## src/rtl/instr_fetch_ctrl.sv

```systemverilog
// Instruction fetch sequencer: single-outstanding memory reads into a small
// prefetch FIFO, with branch redirect flush, in-flight discard and range faults.
module instr_fetch_ctrl #(
    parameter int unsigned       ADDR_W     = 32,
    parameter int unsigned       DATA_W     = 32,
    parameter logic [ADDR_W-1:0] RESET_PC   = '0,
    parameter int unsigned       FIFO_DEPTH = 2,
    parameter int unsigned       INSTR_NUM  = 1024
) (
    input  logic              clk_i,
    input  logic              rst_i,
    input  logic              redirect_i,
    input  logic [ADDR_W-1:0] redirect_pc_i,
    output logic              mem_req_o,
    output logic [ADDR_W-1:0] mem_addr_o,
    input  logic              mem_ack_i,
    input  logic [DATA_W-1:0] mem_rdata_i,
    output logic              out_valid_o,
    input  logic              out_ready_i,
    output logic [DATA_W-1:0] out_instr_o,
    output logic [ADDR_W-1:0] out_pc_o,
    output logic              out_fault_o
);

    localparam int unsigned PTR_W = $clog2(FIFO_DEPTH);
    localparam int unsigned CNT_W = PTR_W + 1;

    typedef enum logic [1:0] {
        ST_FETCH   = 2'd0,
        ST_WAIT    = 2'd1,
        ST_DISCARD = 2'd2,
        ST_HALT    = 2'd3
    } state_e;

    typedef struct packed {
        logic [DATA_W-1:0] instr;
        logic [ADDR_W-1:0] pc;
        logic              fault;
    } entry_t;

    state_e            state_q, state_d;
    logic [ADDR_W-1:0] fetch_pc_q, fetch_pc_d;
    logic [ADDR_W-1:0] disc_addr_q, disc_addr_d;
    logic [PTR_W-1:0]  wr_ptr_q, wr_ptr_d;
    logic [PTR_W-1:0]  rd_ptr_q, rd_ptr_d;
    logic [CNT_W-1:0]  count_q, count_d;
    entry_t            fifo_q [FIFO_DEPTH];
    entry_t            fifo_d [FIFO_DEPTH];

    logic              fifo_empty;
    logic              pop;
    logic [CNT_W-1:0]  occ_after_pop;
    logic              has_space;
    logic              pc_out_of_range;
    logic              ack;
    logic              push_en;
    entry_t            push_entry;
    entry_t            head;

    // Memory-side handshake; a slot is reserved before a read is issued.
    always_comb begin
        fifo_empty      = (count_q == '0);
        pop             = !fifo_empty && out_ready_i;
        occ_after_pop   = count_q - CNT_W'(pop);
        has_space       = occ_after_pop < CNT_W'(FIFO_DEPTH);
        pc_out_of_range = 64'(fetch_pc_q[ADDR_W-1:2]) >= 64'(INSTR_NUM);
        mem_req_o       = rst_i && has_space &&
                          ((state_q == ST_FETCH && !pc_out_of_range) ||
                           state_q == ST_WAIT || state_q == ST_DISCARD);
        mem_addr_o      = (state_q == ST_DISCARD) ? disc_addr_q : fetch_pc_q;
        ack             = mem_req_o && mem_ack_i;
    end

    // Next-state: redirect overrides everything, then per-state sequencing.
    always_comb begin
        state_d     = state_q;
        fetch_pc_d  = fetch_pc_q;
        disc_addr_d = disc_addr_q;
        wr_ptr_d    = wr_ptr_q;
        rd_ptr_d    = rd_ptr_q;
        count_d     = count_q;
        fifo_d      = fifo_q;
        push_en     = 1'b0;
        push_entry  = '0;

        if (redirect_i) begin
            fetch_pc_d = redirect_pc_i & ~ADDR_W'(3);
            wr_ptr_d   = '0;
            rd_ptr_d   = '0;
            count_d    = '0;
            if (mem_req_o && !mem_ack_i) begin
                state_d     = ST_DISCARD;
                disc_addr_d = mem_addr_o;
            end else begin
                state_d = ST_FETCH;
            end
        end else begin
            case (state_q)
                ST_FETCH: begin
                    if (mem_req_o) begin
                        if (ack) begin
                            push_en    = 1'b1;
                            push_entry = '{instr: mem_rdata_i, pc: fetch_pc_q, fault: 1'b0};
                            fetch_pc_d = fetch_pc_q + ADDR_W'(4);
                        end else begin
                            state_d = ST_WAIT;
                        end
                    end else if (pc_out_of_range && has_space) begin
                        push_en    = 1'b1;
                        push_entry = '{instr: '0, pc: fetch_pc_q, fault: 1'b1};
                        state_d    = ST_HALT;
                    end
                end
                ST_WAIT: begin
                    if (ack) begin
                        push_en    = 1'b1;
                        push_entry = '{instr: mem_rdata_i, pc: fetch_pc_q, fault: 1'b0};
                        fetch_pc_d = fetch_pc_q + ADDR_W'(4);
                        state_d    = ST_FETCH;
                    end
                end
                ST_DISCARD: begin
                    if (ack) begin
                        state_d = ST_FETCH;
                    end
                end
                ST_HALT: begin
                    state_d = ST_HALT;
                end
                default: begin
                    state_d = ST_FETCH;
                end
            endcase

            if (push_en) begin
                fifo_d[wr_ptr_q] = push_entry;
                wr_ptr_d         = wr_ptr_q + PTR_W'(1);
            end
            if (pop) begin
                rd_ptr_d = rd_ptr_q + PTR_W'(1);
            end
            count_d = count_q + CNT_W'(push_en) - CNT_W'(pop);
        end
    end

    always_ff @(posedge clk_i) begin
        if (!rst_i) begin
            state_q     <= ST_FETCH;
            fetch_pc_q  <= RESET_PC;
            disc_addr_q <= '0;
            wr_ptr_q    <= '0;
            rd_ptr_q    <= '0;
            count_q     <= '0;
            for (int i = 0; i < int'(FIFO_DEPTH); i++) begin
                fifo_q[i] <= '0;
            end
        end else begin
            state_q     <= state_d;
            fetch_pc_q  <= fetch_pc_d;
            disc_addr_q <= disc_addr_d;
            wr_ptr_q    <= wr_ptr_d;
            rd_ptr_q    <= rd_ptr_d;
            count_q     <= count_d;
            fifo_q      <= fifo_d;
        end
    end

    // Head fields read as zero whenever nothing valid is presented.
    always_comb begin
        head        = fifo_q[rd_ptr_q];
        out_valid_o = rst_i && !fifo_empty;
        out_instr_o = out_valid_o ? head.instr : '0;
        out_pc_o    = out_valid_o ? head.pc    : '0;
        out_fault_o = out_valid_o && head.fault;
    end

endmodule

```

## config.mk

```make
export PLATFORM = sky130hd
export DESIGN_NAME = instr_fetch_ctrl
export DESIGN_NICKNAME = d
export VERILOG_FILES = /design/src/rtl/instr_fetch_ctrl.sv
export SDC_FILE = /design/constraint.sdc
export NUM_CORES = 1
export LEC_CHECK = 0
export BUFFER_PORTS_ARGS = -buffer_cell sky130_fd_sc_hd__buf_4
export CORE_MARGIN = 3
export CORE_UTILIZATION = 56
export CTS_CLUSTER_DIAMETER = 50
export DETAILED_ROUTE_END_ITERATION = 6
export GPL_ROUTABILITY_DRIVEN = 0
export GPL_TIMING_DRIVEN = 0
export PLACE_DENSITY_LB_ADDON = 0.05
export SLEW_MARGIN = 20
export SYNTH_ARGS = -nofsm -noshare
export SYNTH_HDL_FRONTEND = slang
export SYNTH_SLANG_ARGS = --single-unit
```

## constraint.sdc

```tcl
create_clock -name clk_i -period 3.8 [get_ports clk_i]
set_input_delay 0.38 -clock clk_i [delete_from_list [all_inputs] [get_ports clk_i]]
set_output_delay 0.38 -clock clk_i [all_outputs]
set_load 0.03 [all_outputs]
```

Word level (Yosys, flattened, before mapping)
Index checks and enable logic that the tools add are counted.

storage, ports and cells
  word-level logic and storage cells = 92
  flip-flop bits (word level) = 200
  bits of input ports = 69
  output and inout port bits = 99

operators by class
  magnitude comparators = 5
  mux-type cells = 30
  reductions and logical operators = 26
  eq/ne operators = 8
  bitwise operators = 4
  add/sub/neg operators = 6

operators with widths
  kind                                                                     number
  65-bit 2-to-1 mux                                                        7
  32-bit 2-to-1 mux                                                        6
  130-bit bitwise mux                                                      1
  65-bit one-hot mux with 2 select lines                                   1
  65-bit demux with 1-bit select                                           1
  32-bit one-hot mux with 2 select lines                                   1
  33-bit 2-to-1 mux                                                        1
  32-bit by 3-bit adder with 32-bit output, second input constant          1
  30-bit by 11-bit >= comparator with 1-bit output, second input constant  1
  2-bit 2-to-1 mux                                                         6
  1-bit logical AND                                                        10
  2-bit AND reduction                                                      4
  2-bit one-hot mux with 3 select lines                                    1
  2-bit == test, second input constant                                     2
  2-bit >= comparator, second input constant                               2
  2-bit zero test                                                          2
  1-bit 2-to-1 mux                                                         4
  4-bit by 3-bit inequality test with 1-bit output, second input constant  1
  4-bit inequality test, second input constant                             1
  1-bit NOT with 2-bit output                                              2
  2-bit OR reduction                                                       2
  2-bit by 1-bit subtractor with 2-bit output                              2
  1-bit zero test                                                          3
  3-bit by 1-bit inequality test with 1-bit output, second input constant  1
  13 further kinds                                                         16

Depth between registers and ports, before layout
  depth after elaboration = 14
  mapped depth = 14
  gate-level depth less buffers = 12

Least setup slack after synthesis
No wires, ideal clock.

  path type = reg-to-reg
  start = register fetch_pc_q[23]
  end = register count_q[1]
  arrival time = 2.710 ns
  slack = 1.012 ns
  clock period less this slack = 2.788 ns
  path buffers = 3
  stages on the path, launching flop included = 15
  data required time = 3.722 ns
  library setup time = 0.078 ns
  path through = dfxtp_1 > buf_4 > nor4_4 > nand3_2 > o31a_1 > clkbuf_1 > clkbuf_1 > o21ai_0 > inv_1 > ha_1 > inv_1 > ha_1 > xor2_1 > and2_1 > nor3_1

on the way
  cells in the longest elaborated chain, start to end = 13
  elaborated cells on any way between the ends = 15
  those cells by class = add/sub (2); order compare (1); mux (5); reduce/logical (7)

ends and longest elaborated chain
  what                                                  RTL line  text
  from (decl)                                           42        logic [ADDR_W-1:0] fetch_pc_q, fetch_pc_d;
  from (signal assigned)                                159       fetch_pc_q <= fetch_pc_d;
  30-bit by 11-bit >= comparator with 1-bit output (*)  66        pc_out_of_range = 64'(fetch_pc_q[ADDR_W-1:2]) >= 64'(INSTR_NUM);
  1-bit zero test                                       68        ((state_q == ST_FETCH && !pc_out_of_range) ||
  1-bit logical AND                                     68
  1-bit logical OR                                      68
  1-bit logical OR                                      69        state_q == ST_WAIT || state_q == ST_DISCARD);
  1-bit logical AND                                     67        mem_req_o = rst_i && has_space &&
  1-bit logical AND                                     71        ack = mem_req_o && mem_ack_i;
  1-bit 2-to-1 mux                                      101, 115
  1-bit 2-to-1 mux                                      100       if (mem_req_o) begin
  1-bit one-hot mux with 2 select lines (*)             98        case (state_q)
  1-bit 2-to-1 mux (*)                                  86        if (redirect_i) begin
  2-bit by 1-bit adder with 2-bit output (*)            142       count_d = count_q + CNT_W'(push_en) - CNT_W'(pop);
  2-bit by 1-bit subtractor with 2-bit output (*)       142
  to (signal assigned)                                  163       count_q <= count_d;
  to (decl)                                             46        logic [CNT_W-1:0] count_q, count_d;

Every way passes the cells marked *; elsewhere a longest branch is shown, timed or not. The select of a mux whose other input is x is not followed.
A chain may end at the register's enable or synchronous reset.

Worst setup path after layout
  start = register state_q[0]
  end = register count_q[1]

on the way
  cells in the longest elaborated chain, start to end = 12
  elaborated cells on any way between the ends = 14
  those cells by class = add/sub (2); eq/ne (2); mux (4); reduce/logical (6)

ends and longest elaborated chain
  what                                             RTL line  text
  from (decl)                                      41        state_e state_q, state_d;
  from (signal assigned)                           158       state_q <= state_d;
  2-bit zero test                                  68, 98
  1-bit logical AND                                68
  1-bit logical OR                                 68
  1-bit logical OR                                 69
  1-bit logical AND                                67
  1-bit logical AND                                71
  1-bit 2-to-1 mux                                 101, 115
  1-bit 2-to-1 mux                                 100
  1-bit one-hot mux with 2 select lines (*)        98
  1-bit 2-to-1 mux (*)                             86
  2-bit by 1-bit adder with 2-bit output (*)       142
  2-bit by 1-bit subtractor with 2-bit output (*)  142

Marks and branches as above.

==> summary.txt <==
Detailed routing
  – Routed wire length: 27.1 mm
  – Detailed-route DRC error count: 0
  – Initial DRC count: 699
  – Routed len/inst: 17.4 um
  – Drt via density: 5.78
  – Final ANT Viol Nets: 0
  – First drt pass iteration count: 7
  – Via count of the routed design: 8,989

STA
  – Worst relative slew slack: 43.1%
  – Fin crit share: 90.5%
  – Final hold vios: 0
  – Max-slew violation count: 0
  – Endpoints failing setup: 0
  – RSZ-0062 raised after global routing: false
  – Tightest Pin Transition: 853 ps
  – Layout Skew: 9.47 ps
  – F_max: 291 MHz
  – Crit path time final: 3440 ps
  – TNS Setup: 0 ps

Setup path
  – Critical Path AT: 3750 ps
  – Sequence of cells on the critical path: inv_1 > ha_1 > a21oi_1 > o31a_1 > clkbuf_1 > clkbuf_1 > o21ai_0 > inv_1 > ha_1 > inv_1 > ha_1 > xor2_1 > and2_1 > nor3_1
  – Slowest stage delay, CP: 460 ps
  – Crit path kind: flip-flop to flip-flop
  – Critical Path Fanout Max: 10
  – Crit end category: flip-flop
  – Slowest cell on the critical path: clkbuf_1
  – WP data required: 4110 ps
  – Reg2reg setup slack: 360 ps
  – Startpoint Class: flip-flop

Layout
  – Share of cells above drive strength 1: 19.4%
  – Post-route cell area: 0.0115 mm2
  – Layout fillers: 1,337
  – Layout area overhead: 22.8%
  – Net count reported at finish: 1,403
  – # diodes: 0

Clocking
  – Clock root buffer master: clkbuf_16
  – # resized after CTS: 0
  – Hold buffer count at CTS: 0
  – Reg clk slew, reported paths: 70 ps
  – CTS tree: yes
  – H-tree Lvls: 4
  – Clock Latency Late Sink: 440 ps
  – Clk buf depth: 2
  – Clock Sinks: 194
  – Num CTS Buffers: 17
  – Setup Fix Bufs, Post-CTS: 0

Yosys
  – Synth Warn #: 0
  – Largest family of logic cells by synthesized area: simple AND/OR/NAND/NOR gates
  – XOR/XNOR Fraction of Synth Area: 2.33%
  – Main area contributors after synthesis: dfxtp_1 (41%), mux2i_1 (10%), o21ai_0 (8.0%), nand3_1 (7.6%), nand2_1 (5.8%)
  – Avg Cell Area, Syn: 8.22 um2
  – Ys async rst share: 0%
  – Synth top cells by count: dfxtp_1 (194), o21ai_0 (151), nand2_1 (146)
  – Mux contribution to synthesized area: 13.7%
  – Mapped Cells: 1,143
  – Post-synthesis sequential area ratio: 41.3%
  – Synth cell types: 50
  – EDFF count, synth: 0
  – Top-count cell post-synth: dfxtp_1
  – Area leader, netlist: dfxtp_1
  – Compound-Gate Fraction of Synth Area: 12.2%
  – Main flop type after synthesis: dfxtp_1
  – Post-Synth Simple-Gate Area: 23.8%
  – Mapped Area: 0.00940 mm2
  – Synth top area share: 41.3%
  – FF+latch count, synth: 194
  – Post-Synth Adder-Cell Area: 1.07%

GRT
  – First-pass GRT wire length: 42.7 mm
  – Met2 usage: 46.2%
  – Tot GR Track Use: 28.9%
  – Initial antenna violation count: 0
  – GR Util met1: 39.7%
  – Largest net degree at the start of global routing: 17
  – GR peak layer: met2
  – Total global routing overflow: 0
  – Met3 Track Usage GR: 4.75%
  – Vias in the first global route: 8,229

Pwr
  – Leak: 4.05 nW
  – Power Density: 455 mW/mm2
  – VDD IR max: 0.322 mV

Floorplan
  – Die Span Y: 136 um
  – Die area: 0.0184 mm2
  – Placement row count: 46
  – Die width: 136 um
  – Core Region: 0.0162 mm2
  – Initial Util: 58.1%
  – Top Ports: 168

Flow run
  – Max-cap violations: 0

Worst hold path
  – Worst Hold Class: input port to flip-flop

Outcome
  – Status: completed

Placement
  – PortBufs: 163
  – DP Area: 0.0109 mm2
  – Hpwl dp: 19.3 mm
path summary, 6_finish.rpt:
| kind | from | to | cells after the start |
|---|---|---|---|
| hold / removal | mem_rdata_i[7] | fifo_q[105] | 3 |
| hold reg to reg | fifo_q[11] | fifo_q[11] | 2 |
| setup reg to reg | state_q[0] | count_q[1] | 14 |
| setup / recovery | state_q[0] | count_q[1] | 14 |
logic make-up after synthesis:
group | Yosys count
compound gates | 207
xor+xnor | 25
fa+ha+maj | 8
buf+inv | 117
flops | 194
mux | 125
other cells | 1
simple gates | 466
layer usage:
| layer | vias to the layer above | part of all wire (%) |
|---|---|---|
| li1 | 4317 | - |
| met1 | 4185 | 44 |
| met2 | 429 | 45 |
| met3 | 58 | 8.5 |
| met4 | 0 | 2.6 |
| met5 | - | 0 |
sequential cells by signal (all words and copies together) (netlist names):
register,count
state_q,2
fifo_q,126
rd_ptr_q,1
disc_addr_q,32
wr_ptr_q,1
count_q,2
fetch_pc_q,30
layout by cell type (no fill, tap or decap), types with 6 or more instances in the layout:
| master | Yosys | final |
|---|---|---|
| dfxtp_1 | 194 | 194 |
| buf_4 | 15 | 178 |
| o21ai_0 | 151 | 151 |
| nand2_1 | 146 | 146 |
| nand3_1 | 143 | 143 |
| mux2i_1 | 97 | 97 |
| clkbuf_1 | 79 | 80 |
| nor2_1 | 73 | 73 |
| nor2b_1 | 32 | 32 |
| mux2_2 | 28 | 28 |
| a21oi_1 | 26 | 26 |
| xnor2_1 | 24 | 24 |
| nor3_1 | 17 | 17 |
| clkbuf_16 | 0 | 17 |
| inv_1 | 10 | 10 |
| nand4_1 | 9 | 9 |
| nor4_1 | 8 | 8 |
| ha_1 | 8 | 8 |
| buf_1 | 6 | 6 |
| o21ai_1 | 7 | 6 |
| and3_1 | 6 | 6 |
layout make-up:
type / instances / area (um2) / area share [%]
buffer: 107 / 485 / 4.21
clock buffer: 19 / 443 / 3.84
clock inverter: 12 / 203 / 1.76
inverter: 10 / 37.5 / 0.325
multi-input combinational: 833 / 5000 / 43.3
sequential: 194 / 3880 / 33.6
tap: 216 / 270 / 2.34
timing repair buffer: 163 / 1220 / 10.6
through the flow:
step / hold slack, ps / power (mW) / setup slack, ps / cells / utilization [%]
final: 167 / 5.26 / 362 / 1554 / 71.4
after global routing: 172 / 5.43 / 188 / 1554 / 71.4
after CTS: 161 / 5.24 / 484 / 1554 / 71.4
after detailed placement: 442 / 3.30 / 507 / 1523 / 67.4
after global placement: 438 / 3.28 / 536 / 1523 / 67.4
after floorplan: 428 / 2.93 / 1010 / 1144 / -
power breakdown:
| part | switching (mW) | internal (mW) |
|---|---|---|
| Combinational | 0.704 | 0.370 |
| Clock | 0.798 | 1.19 |
| Sequential | 0.0798 | 2.12 |
worst max-delay path: cells and delay by family, from the launching register on:
| family | cells | cell delay, ps |
|---|---|---|
| compound gates | 3 | 770 |
| xor+xnor | 1 | 170 |
| fa+ha+maj | 3 | 680 |
| buf+inv | 5 | 1120 |
| flops | 1 | 380 |
| simple gates | 2 | 180 |
No activity file was read; power rests on OpenSTA's default activity.
